$ cat config.mk
export PLATFORM = sky130hd
export DESIGN_NAME = serial_adder
export DESIGN_NICKNAME = d
export VERILOG_FILES = /design/src/rtl/serial_adder.sv
export SDC_FILE = /design/constraint.sdc
export NUM_CORES = 1
export LEC_CHECK = 0
export CAP_MARGIN = 20
export CORE_UTILIZATION = 50
export DETAILED_ROUTE_END_ITERATION = 7
export PLACE_DENSITY = 0.78
export SYNTH_ARGS = -nofsm -noshare
export SYNTH_HDL_FRONTEND = slang
export SYNTH_SLANG_ARGS = --single-unit
$ cat constraint.sdc
create_clock -name clk -period 2 [get_ports clk]
set_clock_uncertainty 0.2 [all_clocks]
set_input_delay 0.2 -clock clk [delete_from_list [all_inputs] [get_ports clk]]
set_output_delay 0.2 -clock clk [all_outputs]
set_load 0.1 [all_outputs]
$ cat src/rtl/serial_adder.sv
// Bit-serial adder: one full-adder step per clock, LSB first, over WIDTH cycles.
// Handshake: start is taken on a rising edge only in IDLE (busy=0, done=0); start seen in RUN or DONE is dropped, never queued.
module serial_adder #(
  parameter int WIDTH = 8
) (
  input  logic             clk,
  input  logic             rst_n,
  input  logic             start,
  input  logic [WIDTH-1:0] a,
  input  logic [WIDTH-1:0] b,
  input  logic             cin,
  output logic             busy,
  output logic             done,
  output logic [WIDTH-1:0] sum,
  output logic             carry,
  output logic [1:0]       o_dbg_state
);

  localparam int CW = $clog2(WIDTH);
  localparam logic [CW-1:0] LAST = CW'(WIDTH - 1);

  typedef enum logic [1:0] {
    IDLE = 2'd0,
    RUN  = 2'd1,
    DONE = 2'd2
  } state_t;

  state_t           r_state;
  state_t           w_next;
  logic [WIDTH-1:0] r_a;
  logic [WIDTH-1:0] r_b;
  logic             r_c;
  logic [CW-1:0]    r_cnt;
  logic [WIDTH-1:0] r_sum;
  logic             r_carry;
  logic             w_s;
  logic             w_cout;
  logic             w_last;

  assign w_s    = r_a[0] ^ r_b[0] ^ r_c;
  assign w_cout = (r_a[0] & r_b[0]) | (r_c & (r_a[0] ^ r_b[0]));
  assign w_last = (r_cnt == LAST);

  always_ff @(posedge clk or negedge rst_n) begin
    if (!rst_n) begin
      r_state <= IDLE;
    end else begin
      r_state <= w_next;
    end
  end

  always_comb begin
    w_next = r_state;
    case (r_state)
      IDLE:    if (start) w_next = RUN;
      RUN:     if (w_last) w_next = DONE;
      DONE:    w_next = IDLE;
      default: w_next = IDLE;
    endcase
  end

  always_comb begin
    busy        = (r_state == RUN);
    done        = (r_state == DONE);
    o_dbg_state = r_state;
  end

  // Operands shift right so bit 0 is always the bit being added; sum fills from the MSB side.
  always_ff @(posedge clk or negedge rst_n) begin
    if (!rst_n) begin
      r_a     <= '0;
      r_b     <= '0;
      r_c     <= 1'b0;
      r_cnt   <= '0;
      r_sum   <= '0;
      r_carry <= 1'b0;
    end else begin
      case (r_state)
        IDLE: begin
          if (start) begin
            r_a     <= a;
            r_b     <= b;
            r_c     <= cin;
            r_cnt   <= '0;
            r_sum   <= '0;
            r_carry <= 1'b0;
          end
        end
        RUN: begin
          r_a   <= r_a >> 1;
          r_b   <= r_b >> 1;
          r_c   <= w_cout;
          r_sum <= {w_s, r_sum[WIDTH-1:1]};
          if (w_last) begin
            r_carry <= w_cout;
          end else begin
            r_cnt <= r_cnt + CW'(1);
          end
        end
        default: ;
      endcase
    end
  end

  assign sum   = r_sum;
  assign carry = r_carry;

endmodule

### After elaboration in Yosys (flattened, before gate mapping)

Cells that the tools add are included.

| word-level totals | value |
|---|---|
| output and inout bits | 13 |
| word-level logic and storage cells | 42 |
| bits of input ports | 20 |
| flip-flop bits (word level) | 31 |

| operators by class | value |
|---|---|
| bitwise gates (word level) | 5 |
| $add $sub $neg | 1 |
| eq/ne operators | 6 |
| multiplexer cells | 17 |
| reduce and logical (&&, ||, !) cells | 6 |

Operators by type and width:

| cell | count |
|---|---|
| $pmux W8 S2 | 3 |
| $mux W8 | 3 |
| $mux W3 | 2 |
| $pmux W3 S2 | 1 |
| $reduce_and A3 Y1 | 2 |
| $mux W2 | 2 |
| $ne A2 B2 Y1 const B | 2 |
| $pmux W1 S2 | 2 |
| $pmux W2 S2 | 1 |
| $reduce_and A2 Y1 | 2 |
| $add A3 B1 Y3 const B | 1 |
| $eq A3 B3 Y1 const B | 1 |
| $mux W1 | 3 |
| $and A1 B1 Y1 | 2 |
| $eq A2 B1 Y1 const B | 1 |
| $eq A2 B2 Y1 const B | 1 |
| $logic_not A2 Y1 | 1 |
| $ne A2 B1 Y1 const B | 1 |
| $reduce_bool A2 Y1 | 1 |
| $xor A1 B1 Y1 | 2 |
| $or A1 B1 Y1 | 1 |

### Depth between registers and ports, before layout

| logic depth | value |
|---|---|
| word-level depth | 5 |
| gate-level depth with buffers | 5 |
| gate-level depth less buffers | 4 |

### Worst setup path before layout

Ideal clock, no wire load.

| path | value |
|---|---|
| kind | register to output |
| from | reg r_state[1] (netlist: o_dbg_state[1]) |
| to | out done |
| data arrival time | 2.801 ns |
| cell stages (with the launch flop) | 4 |
| required time | 1.600 ns |
| buffers on the path | 2 |
| path slack | -1.201 ns |
| cell sequence | dfrtp_1 > buf_6 > clkbuf_1 > nor2b_1 |

| between the ends | value |
|---|---|
| word-level cells in the longest chain between the ends | 1 |

RTL lines:

| item | RTL line | RTL |
|---|---|---|
| start, declared | 28 | `state_t r_state;` |
| start signal, assigned | 48 | `r_state <= w_next;` |
| $eq A2 B2 Y1 | 64 | `done = (r_state == DONE);` |
| end, declared | 13 | `output logic done,` |

No other way between the ends.

### Worst setup path in the final report

| path | value |
|---|---|
| from | reg r_state[1] (netlist: o_dbg_state[1]) |
| to | out busy |

| between the ends | value |
|---|---|
| word-level cells in the longest chain between the ends | 1 |

RTL lines:

| item | RTL line | RTL |
|---|---|---|
| $eq A2 B1 Y1 | 63 | `busy = (r_state == RUN);` |
| end, declared | 12 | `output logic busy,` |

No other way between the ends.

==> impl_metrics.toml <==
[outcome]
status = "finished clean"

[sta]
fin_crit_sh = 0.946
fin_hold_ws_ps = 48.6
setup_viol = 0
slew_headroom = 0.544
period_minus_slack_ps = 1890
fmax_mhz = 529
rsz0062_at_grt = "false"
tns_ps = 0
hold_viol = 0
tightest_slew_ps = 682
slew_violations = 0

[logic_synthesis]
yosys-top-cells-area = "dfrtp_1 (48%), nor4b_1 (7.7%), nor3b_1 (6.6%)"
synth.yosys.seq_area_share = 0.485
synth_top_area_cell = "dfrtp_1"
synth-main-ff-cell = "dfrtp_1"
yosys.area.top_type_share = 0.485
avgSynthCellArea_um2 = 11.7
netlist_area_um2 = 1600
yosysUniqueCellTypes = 26
yosysMostFrequentCell = "dfrtp_1"
yosys-top-cells-count = "dfrtp_1 (31), inv_1 (16), nor3b_1 (14), nor4b_1 (14), a211oi_1 (11)"
syn_inst = 137
synth_fp_nets = 161
synth-async-reset-ratio = 1.00
ys_warn_count = 0
synth-edff-count = 0
ys_ff_latch = 31

[placed_design]
port_buffers = 32
place_congestion = 0.746
hpwl_um = 2060

[critical_path]
worstSetupEndpoint = "busy"
rrSetupSlack_ps = 300
cp-startpoint = "o_dbg_state[1]"
worstReg2RegEnd = "r_cnt[0]"
arrival_ps = 1490
r2r_start = "r_cnt[0]"
crit_path_start_kind = "flop"
critical_path_class = "reg -> out"
cp-end-kind = "primary output"
reg2reg_depth = 4
required_ps = 1600
cp_max_fo = 13

[floorplanning]
rows = 20
io_pins = 33
die_w_um = 58.6
start_util = 0.524
core-area_um2 = 3050
dieArea_um2 = 3430
chipHeight_um = 58.6

[clock_network]
cts_tree = "built"
cts-root-buf = "clkbuf_4"
hold_buffers = 0
cts.sink_count = 31
htreeDepth = 2
clk_latency_ps = 330
cts_buffers = 5
post_cts_buffers = 0
clk_path_buf_depth = 2
clkSlewWorstSetupHoldPaths_ps = 100

[grt]
grt_pass1_wl_um = 5400
busiest_layer = "met2"
grt_max_degree = 32
grt_use_met3 = 0.0703
gr-total-overflow = 0
grtUsageTotal = 0.210
antenna_found_initial = 0
gr-usage-met2 = 0.361
grt.met1_usage = 0.253
grt_pass1_vias = 1196

[finish]
layout-drive-gt1-share = 0.207
n_antenna_cell = 0
final_core_util = 0.670
areaGrowthSynthToFinish_pct = 27.8
n_fill_cell = 253
nets = 192

[route]
drc_errors = 0
viasPerCell = 5.52
drtAntennaViolNets = 0
drtPass1Iterations = 4
wl_per_cell_um = 14.4
drtIter0Drc = 69
totalWireLength_um = 3080
vias = 1175

[power]
powerDensity_nw_per_um2 = 1730
ir_drop_mv = 0.793
p_leak_nw = 0.922

[job]
drv_cap = 0

[min_path]
hp-class = "in -> async"
[layout make-up]
cell class              count  area (um2)  share of cell area
repair buffers             37         379               0.185
clock inverters             2        35.0              0.0171
flip-flops and latches     31         781               0.382
inverters                  16        60.1              0.0294
well taps                  44        55.1              0.0269
clock buffers               6        51.3              0.0251
multi-input cells          77         683               0.334
[what timing repair did]
item | CTS | global route
endpoints found under the setup margin | 1 | 1
gates resized for setup | 1 | 1
pin swaps | 0 | 0
[how the worst min path moves through the flow]
stage                         from        to  slack [ps]  depth (start not counted)
after floorplan              rst_n     carry        -300                          0
after global placement    r_cnt[1]  r_cnt[1]         290                          1
after detailed placement    sum[0]    sum[0]         290                          1
after CTS                    rst_n    sum[2]          40                          2
after global routing         rst_n    r_a[6]          70                          2
final                        rst_n    r_a[1]          50                          2
[sequential cells by signal (all words and copies together), names as in the netlist]
name and count:
carry 1, sum 8, r_b 8, o_dbg_state 2, r_a 8, r_cnt 3
r_c 1
[power breakdown]
| group | internal [mW] | switching, mW |
|---|---|---|
| clock | 0.295 | 0.215 |
| sequential | 0.906 | 0.181 |
| combinational | 0.667 | 1.27 |
[layout by cell type, fill, tap and decap left out, types with 2 or more instances in the layout]
cell type / instances
nor4b_2: 2
a211oi_1: 11
dfrtp_1: 29
nor4bb_1: 2
buf_4: 13
nand2b_1: 2
and3_1: 3
nor3b_1: 14
buf_12: 4
a221oi_1: 2
clkbuf_4: 5
clkdlybuf4s50_1: 19
a22o_1: 10
a211o_1: 3
a211oi_2: 2
nor4b_1: 14
inv_1: 16
ha_1: 3
[cell families after synthesis]
| family | count (synthesis) | synth area share |
|---|---|---|
| AOI/OAI and AO/OA | 31 | 0.170 |
| DFF | 31 | 0.485 |
| buffers and inverters | 29 | 0.0938 |
| and+or+nand+nor | 42 | 0.215 |
| adders and majority gates | 4 | 0.0360 |
[layer usage]
| metal | part of all wire | vias up |
|---|---|---|
| met4 | 0.0072 | 0 |
| met2 | 0.49 | 30 |
| li1 | - | 565 |
| met5 | 0 | - |
| met1 | 0.45 | 578 |
| met3 | 0.054 | 2 |
[critical path, stage by stage (launching register included)]
cell and delay (ps):
dfrtp_4 540, and2b_2 400, buf_12 210
[per-stage QoR]
step                      setup WS, ps  area, um2  cells  power [mW]
after CTS                         2.22       2040    213        3.57
after floorplan                    101       1620    137        2.62
after global placement             246       1950    205        2.97
after detailed placement           224       1950    205        3.04
final                              109       2040    213        3.54
after global routing              31.7       2040    213        3.77
Note: power is estimated with default switching activity, not from simulation.
